### src/rtl/rv32_prog_loader.sv
// rv32_prog_loader: streams host words into the imem/dmem write ports of selected harts, holding them in program mode
//   cmd_*        load command (target, hart mask, base word address, length); cmd_ready high in IDLE
//   abort        cancels a load in progress; ignored in IDLE
//   s_*          word stream; s_ready high while words are still owed in WRITE
//   imem_w_en / dmem_w_en / mem_addr / mem_data   registered broadcast write port
//   program_o    per-hart hold (core rv32_io_program); named with a suffix because "program" is reserved
//   busy, done, err, checksum   status; checksum sums the words written by the current or last load
module rv32_prog_loader #(
   parameter int NUM_HARTS   = 4,
   parameter int ADDR_W      = 32,
   parameter int DATA_W      = 32,
   parameter int MAX_WORDS   = 4096,
   parameter int HOLD_CYCLES = 4,
   localparam int LEN_W      = $clog2(MAX_WORDS) + 1
) (
   input  logic                 rv32_io_clk,
   input  logic                 rv32_io_rst,
   input  logic                 cmd_valid,
   output logic                 cmd_ready,
   input  logic                 cmd_target,
   input  logic [NUM_HARTS-1:0] cmd_hart_mask,
   input  logic [ADDR_W-1:0]    cmd_base,
   input  logic [LEN_W-1:0]     cmd_len,
   input  logic                 abort,
   input  logic                 s_valid,
   output logic                 s_ready,
   input  logic [DATA_W-1:0]    s_data,
   output logic [NUM_HARTS-1:0] imem_w_en,
   output logic [NUM_HARTS-1:0] dmem_w_en,
   output logic [ADDR_W-1:0]    mem_addr,
   output logic [DATA_W-1:0]    mem_data,
   output logic [NUM_HARTS-1:0] program_o,
   output logic                 busy,
   output logic                 done,
   output logic                 err,
   output logic [DATA_W-1:0]    checksum
);
   localparam logic [1:0] S_IDLE    = 2'd0;
   localparam logic [1:0] S_HOLD    = 2'd1;
   localparam logic [1:0] S_WRITE   = 2'd2;
   localparam logic [1:0] S_RELEASE = 2'd3;
   localparam int HC_W = $clog2(HOLD_CYCLES + 1);

   logic [1:0]           state_q, state_d;
   logic [HC_W-1:0]      hold_q, hold_d;
   logic [LEN_W-1:0]     idx_q, idx_d, len_q, len_d;
   logic                 tgt_q, tgt_d;
   logic [NUM_HARTS-1:0] mask_q, mask_d;
   logic [ADDR_W-1:0]    nxt_q, nxt_d;
   logic [NUM_HARTS-1:0] imem_q, imem_d, dmem_q, dmem_d, prog_q, prog_d;
   logic [ADDR_W-1:0]    wa_q, wa_d;
   logic [DATA_W-1:0]    wd_q, wd_d, csum_q, csum_d;
   logic                 done_q, done_d, err_q, err_d;
   logic [LEN_W-1:0]     idx_inc;

   assign idx_inc = idx_q + LEN_W'(1);

   always_comb begin
      state_d = state_q;
      hold_d  = hold_q;
      idx_d   = idx_q;
      len_d   = len_q;
      tgt_d   = tgt_q;
      mask_d  = mask_q;
      nxt_d   = nxt_q;
      imem_d  = '0;
      dmem_d  = '0;
      wa_d    = wa_q;
      wd_d    = wd_q;
      prog_d  = prog_q;
      csum_d  = csum_q;
      done_d  = 1'b0;
      err_d   = 1'b0;
      if (state_q == S_IDLE) begin
         if (cmd_valid) begin
            if (cmd_len == '0 || cmd_len > LEN_W'(MAX_WORDS) || cmd_hart_mask == '0) begin
               err_d = 1'b1;
            end else begin
               state_d = S_HOLD;
               hold_d  = '0;
               idx_d   = '0;
               len_d   = cmd_len;
               tgt_d   = cmd_target;
               mask_d  = cmd_hart_mask;
               nxt_d   = cmd_base;
               prog_d  = cmd_hart_mask;
               csum_d  = '0;
            end
         end
      end else if (abort) begin
         // abort outranks a same-cycle handshake, so that word is neither written nor summed
         state_d = S_IDLE;
         prog_d  = '0;
         err_d   = 1'b1;
      end else if (state_q == S_HOLD) begin
         state_d = hold_q == HC_W'(HOLD_CYCLES - 1) ? S_WRITE : S_HOLD;
         hold_d  = hold_q + HC_W'(1);
      end else if (state_q == S_WRITE) begin
         if (s_valid) begin
            imem_d  = tgt_q ? '0 : mask_q;
            dmem_d  = tgt_q ? mask_q : '0;
            wa_d    = nxt_q;
            wd_d    = s_data;
            csum_d  = csum_q + s_data;
            nxt_d   = nxt_q + ADDR_W'(1);
            idx_d   = idx_inc;
            state_d = idx_inc == len_q ? S_RELEASE : S_WRITE;
         end
      end else begin
         // RELEASE: the last write is on the port now, so program can drop on the next edge
         state_d = S_IDLE;
         prog_d  = '0;
         done_d  = 1'b1;
      end
   end

   always_ff @(posedge rv32_io_clk or posedge rv32_io_rst) begin
      if (rv32_io_rst) begin
         state_q <= S_IDLE;
         hold_q  <= '0;
         idx_q   <= '0;
         len_q   <= '0;
         tgt_q   <= 1'b0;
         mask_q  <= '0;
         nxt_q   <= '0;
         imem_q  <= '0;
         dmem_q  <= '0;
         wa_q    <= '0;
         wd_q    <= '0;
         prog_q  <= '0;
         csum_q  <= '0;
         done_q  <= 1'b0;
         err_q   <= 1'b0;
      end else begin
         state_q <= state_d;
         hold_q  <= hold_d;
         idx_q   <= idx_d;
         len_q   <= len_d;
         tgt_q   <= tgt_d;
         mask_q  <= mask_d;
         nxt_q   <= nxt_d;
         imem_q  <= imem_d;
         dmem_q  <= dmem_d;
         wa_q    <= wa_d;
         wd_q    <= wd_d;
         prog_q  <= prog_d;
         csum_q  <= csum_d;
         done_q  <= done_d;
         err_q   <= err_d;
      end
   end

   // handshake flags decode the state register only, so no input reaches an output combinationally
   assign cmd_ready = state_q == S_IDLE;
   assign busy      = state_q != S_IDLE;
   assign s_ready   = state_q == S_WRITE;
   assign imem_w_en = imem_q;
   assign dmem_w_en = dmem_q;
   assign mem_addr  = wa_q;
   assign mem_data  = wd_q;
   assign program_o = prog_q;
   assign done      = done_q;
   assign err       = err_q;
   assign checksum  = csum_q;
endmodule

### config.mk
export PLATFORM = sky130hd
export DESIGN_NAME = rv32_prog_loader
export DESIGN_NICKNAME = d
export VERILOG_FILES = /design/src/rtl/rv32_prog_loader.sv
export SDC_FILE = /design/constraint.sdc
export NUM_CORES = 1
export LEC_CHECK = 0
export CAP_MARGIN = 20
export CORE_MARGIN = 2
export CORE_UTILIZATION = 47
export DETAILED_ROUTE_END_ITERATION = 16
export PLACE_DENSITY = 0.86
export SYNTH_ARGS = -nofsm -noshare
export SYNTH_HDL_FRONTEND = slang
export SYNTH_SLANG_ARGS = --single-unit
### constraint.sdc
create_clock -name rv32_io_clk -period 5.19 [get_ports rv32_io_clk]
set_clock_uncertainty 0.1 [all_clocks]
set_input_delay 0.519 -clock rv32_io_clk [delete_from_list [all_inputs] [get_ports rv32_io_clk]]
set_output_delay 0.519 -clock rv32_io_clk [all_outputs]
set_load 0.1 [all_outputs]
; ---- Yosys cells after proc, flatten, opt, wreduce, memory -nomap -nowiden
; Index checks and enable logic that the tools add are counted.
[op_classes]
reduce_logical = 15
n_lt_le_gt_ge = 1
n_mux = 61
eq_ne = 11
addsub = 4
bitwise = 4
[op_table]
columns = op, n
row1 = $mux 32, 14
row2 = $mux 13, 7
row3 = $mux 4, 18
row4 = $add 32x1->32 const B, 1
row5 = $add 32x32->32, 1
row6 = $mux 2, 8
row7 = $mux 3, 5
row8 = $add 13x1->13 const B, 1
row9 = $eq 13x13->1, 1
row10 = $gt 13x13->1 const B, 1
row11 = $logic_not 13->1, 1
row12 = $mux 1, 9
row13 = $ne 2x2->1 const B, 4
row14 = $reduce_and 4->1, 2
row15 = $reduce_bool 2->1, 4
row16 = $ne 3x3->1 const B, 2
row17 = $reduce_and 3->1, 2
row18 = $reduce_and 6->1, 1
row19 = $ne 5x4->1 const B, 1
row20 = $reduce_and 5->1, 1
row21 = $logic_not 4->1, 1
row22 = $not 1->1, 4
row23 = $add 3x1->3 const B, 1
row24 = $eq 3x2->1 const B, 1
row25 = other kinds (4), 5
[totals]
out_inout_bits = 113
ff_bits = 178
word_cells = 111
input_bits = 87

; ---- Depth between registers and ports, before layout
[depth]
ltp_word = 8
ltp_mapped = 12
ltp_nobuf = 12

; ---- Worst setup path after synthesis
; Ideal clock, no wire load.
[synth_timing]
kind = flip-flop to flip-flop
startpoint = register csum_q[0] (netlist: checksum[0])
endpoint = register csum_q[28] (netlist: checksum[28])
arrival_ns = 3.235
required_time_ns = 4.960
path_stages_with_launch = 13
setup_time_ns = 0.130
n_path_buf = 0
slack_ns = 1.725
period_less_slack_ns = 3.465
cell_sequence = dfrtp_1 > ha_1 > fa_1 > a21o_1 > a21oi_2 > o21ai_1 > a221oi_4 > a2111oi_4 > o41ai_4 > nand2b_1 > a21oi_1 > xor2_1 > o21ai_1
[synth_via]
elab_chain_len = 6
[synth_lines]
columns = item, line
row1 = from (decl), 52  ; logic [DATA_W-1:0] wd_q, wd_d, csum_q, csum_d;
row2 = from (signal assigned), 147  ; csum_q <= csum_d;
row3 = $add 32x32->32, 104  ; csum_d = csum_q + s_data;
row4 = $mux 32, 99  ; if (s_valid) begin
row5 = $mux 32, 98  ; end else if (state_q == S_WRITE) begin
row6 = $mux 32, 95  ; end else if (state_q == S_HOLD) begin
row7 = $mux 32, 90  ; end else if (abort) begin
row8 = $mux 32, 74  ; if (state_q == S_IDLE) begin
; Every way passes these cells. The select of a mux whose other input is x is not followed.
; A chain may end at the register's enable or synchronous reset.

; ---- Final worst setup path
[layout_timing]
startpoint = register state_q[0]
endpoint = output port cmd_ready
[layout_via]
elab_chain_len = 1
[layout_lines]
columns = item, line
row1 = from (decl), 44  ; logic [1:0] state_q, state_d;
row2 = from (signal assigned), 135  ; state_q <= state_d;
row3 = $logic_not 2->1, 154  ; assign cmd_ready = state_q == S_IDLE;
row4 = to (decl), 19  ; output logic cmd_ready,
; Every way passes these cells.

==> summary.txt <==
Outcome
  – Status: complete, no violations

Die
  – Die X: 146 µm
  – Core Rows: 51
  – Die height: 146 µm
  – Core area: 19,600 µm²
  – Num ports: 200
  – Die area: 21,300 µm²
  – Initial Util: 48.2%

Logic synthesis
  – Mapped Nets: 1,215
  – EDFF count, synth: 0
  – Top_reg_cell synth: dfrtp_1
  – Number of synthesized register bits: 178
  – Commonest cells in the netlist: nand2_1, dfrtp_1, o21ai_0
  – Sequential area share after synthesis: 47.1%
  – Cell variety after synth: 65
  – Most frequent cell after synthesis: nand2_1
  – Synth Warn #: 0
  – Area leader, netlist: dfrtp_1
  – Post-Synthesis Cells: 1,089
  – Avg Inst Size Synth: 8.68 µm²
  – Post-synth top area share: 47.1%
  – Share of flip-flops with an asynchronous set or reset: 100%
  – Mapped Area: 9450 µm²
  – Top cells by area, synth: dfrtp_1, nand2_1, o21ai_0, ha_1, a21oi_1

Critical path
  – R2R cell count: 7
  – CP Max Fanout: 56
  – Critical path arrival: 3.07 ns
  – Crit path required time: 4.57 ns
  – CP endpoint kind: output pin
  – Startpoint Class: flip-flop
  – Crit path kind: reg2out

Routing
  – Total routed wirelength: 24,700 µm
  – Vias: 8,519
  – WL/cell: 16.1 µm
  – Initial DRC Count: 695
  – DR pass1 iterations: 5
  – Antenna Violating Nets Remaining: 0
  – Vias per cell: 5.53
  – Residual DRC: 0

Clock tree
  – Resize count post-CTS: 0
  – Root buf cell: clkbuf_16
  – CTS max path bufs: 2
  – Hold Buf Count CTS: 0
  – CTS tree: done
  – CTS Sinks: 178
  – Reg clk slew, reported paths: 0.06 ns
  – Clock Latency Late Sink: 0.44 ns
  – CTS HTree Levels: 4
  – Cts bufs inserted: 17
  – Post-CTS setup buffers: 0

Global route
  – Grt ovf: 0
  – Total track usage: 23.6%
  – Vias in the first global route: 8,405
  – Initial antenna violation count: 0
  – Largest net degree at the start of global routing: 179
  – First-pass GRT wire length: 41,600 µm

STA
  – Final min period: 3.69 ns
  – RSZ-0062 raised after global routing: no
  – Fin crit share: 71.1%
  – Setup violators final: 0
  – Slew HR: 30.0%
  – Max-slew violation count: 0
  – Setup TNS: 0 ns
  – Actual slew at the worst max-slew pin: 1.05 ns
  – Endpoints failing hold: 0
  – FMAX: 0.271 GHz

Placement
  – Final HPWL DP: 16,800 µm
  – Port buffer count: 199
  – Dpl cell area: 11,700 µm²
  – Routability cong.: 0.837
  – Cells after DPL: 1,509

Pwr
  – Max IR drop VDD: 0.312 mV
  – P per Cell Area: 385 nW/µm²
  – Pleak: 5.69 nW

Layout
  – Layout cell share with drive strength beyond 1: 5.17%
  – Non-filler cells, final: 1,541
  – Final core utilization: 62.8%
  – Multi-input gate area: 4730 µm²
  – Antenna Cells: 0
  – Reg area: 4450 µm²
  – Final #Nets: 1,390
  – Area growth syn-to-layout: 30.2%
  – Fill count: 1,605
  – Design area: 12,300 µm²

Worst hold path
  – Cell depth of the worst min-delay path: 2
  – Hold crit path type: reg2reg

Job
  – Max-cap violations: 0
## worst max-delay path, stage by stage (launching register included)
cell and delay [ns]:
dfrtp_1 0.41, inv_1 0.10, ha_2 0.83, clkdlybuf4s50_1 1.30
## final timing paths
path,to,slack [ns],startpoint
worst max-delay path,cmd_ready,1.50,state_q[0]
worst min-delay path,mem_data[24],0.37,mem_data[24]
worst max register to register,checksum[3],1.75,state_q[0]
worst min register to register,mem_data[24],0.37,mem_data[24]
max in group asynchronous,checksum[29],3.70,rv32_io_rst
min in group asynchronous,mem_data[1],0.64,rv32_io_rst
## cell usage in the layout, fill, tap and decap left out, types with 5 or more instances in the layout
| cell | count |
|---|---|
| a211oi_1 | 6 |
| a21o_1 | 16 |
| a21oi_1 | 58 |
| a22o_1 | 12 |
| a22oi_1 | 7 |
| a31oi_1 | 8 |
| and3_1 | 14 |
| buf_4 | 7 |
| clkbuf_16 | 17 |
| clkdlybuf4s50_1 | 199 |
| dfrtp_1 | 178 |
| ha_1 | 37 |
| inv_1 | 20 |
| nand2_1 | 324 |
| nand3_1 | 35 |
| nand4_1 | 7 |
| nor2_1 | 45 |
| nor2b_1 | 5 |
| nor3_1 | 15 |
| nor3b_1 | 5 |
| nor4_1 | 10 |
| o21a_1 | 6 |
| o21ai_0 | 97 |
| o21ai_1 | 7 |
| o22ai_1 | 8 |
| o31ai_1 | 7 |
| or3_1 | 5 |
| xnor2_1 | 25 |
| xor2_1 | 21 |
## metrics by stage
stage / hold slack [ns] / power, mW / worst slack [ns]
floorplan: 0.351 / 2.96 / 1.73
CTS: 0.378 / 4.75 / 1.50
global route: 0.396 / 4.98 / 1.38
detailed placement: 0.361 / 3.39 / 1.36
finish: 0.372 / 4.73 / 1.50
global placement: 0.357 / 3.33 / 1.40
## layout make-up
type	count	share of cell area [%]
Inverter	21	0.671
Clock inverter	11	1.24
Clock buffer	20	3.71
Timing Repair Buffer	208	17.0
Tap cell	265	2.70
Multi-Input combinational cell	838	38.4
Sequential cell	178	36.2
## power breakdown
group	switching, mW	total [mW]	internal, mW
logic	1.02	1.49	0.469
registers	0.262	1.90	1.63
clock network	0.558	1.34	0.784
total	1.84	4.73	2.89
## sequential cells by signal (all words and copies together) (netlist names)
register and flops:
idx_q 13, dmem_w_en 4, len_q 13, mem_addr 32, hold_q 3, imem_w_en 4, err 1, state_q 2
program_o 4, tgt_q 1, mask_q 4, done 1, nxt_q 32, mem_data 32, checksum 32
## logic make-up (layout without fill, tap and decap cells)
kind of cell | after synthesis | after routing | synth area share [%]
buf+inv | 73 | 260 | 2.97
mux | 1 | 1 | 0.106
simple gates | 488 | 488 | 22.4
flops | 178 | 178 | 47.1
compound gates | 264 | 264 | 17.9
fa+ha+maj | 39 | 39 | 5.24
xor+xnor | 46 | 46 | 4.26
## metal layers
layer / track usage, % / part of all wire [%] / routed length (µm)
met5: 0 / 0 / 0
met4: 8.43 / 1.5 / 381
met3: 3.86 / 5.4 / 1340
met2: 39.0 / 49 / 12000
met1: 31.6 / 44 / 11000
Note: power is estimated with default switching activity, not from simulation.
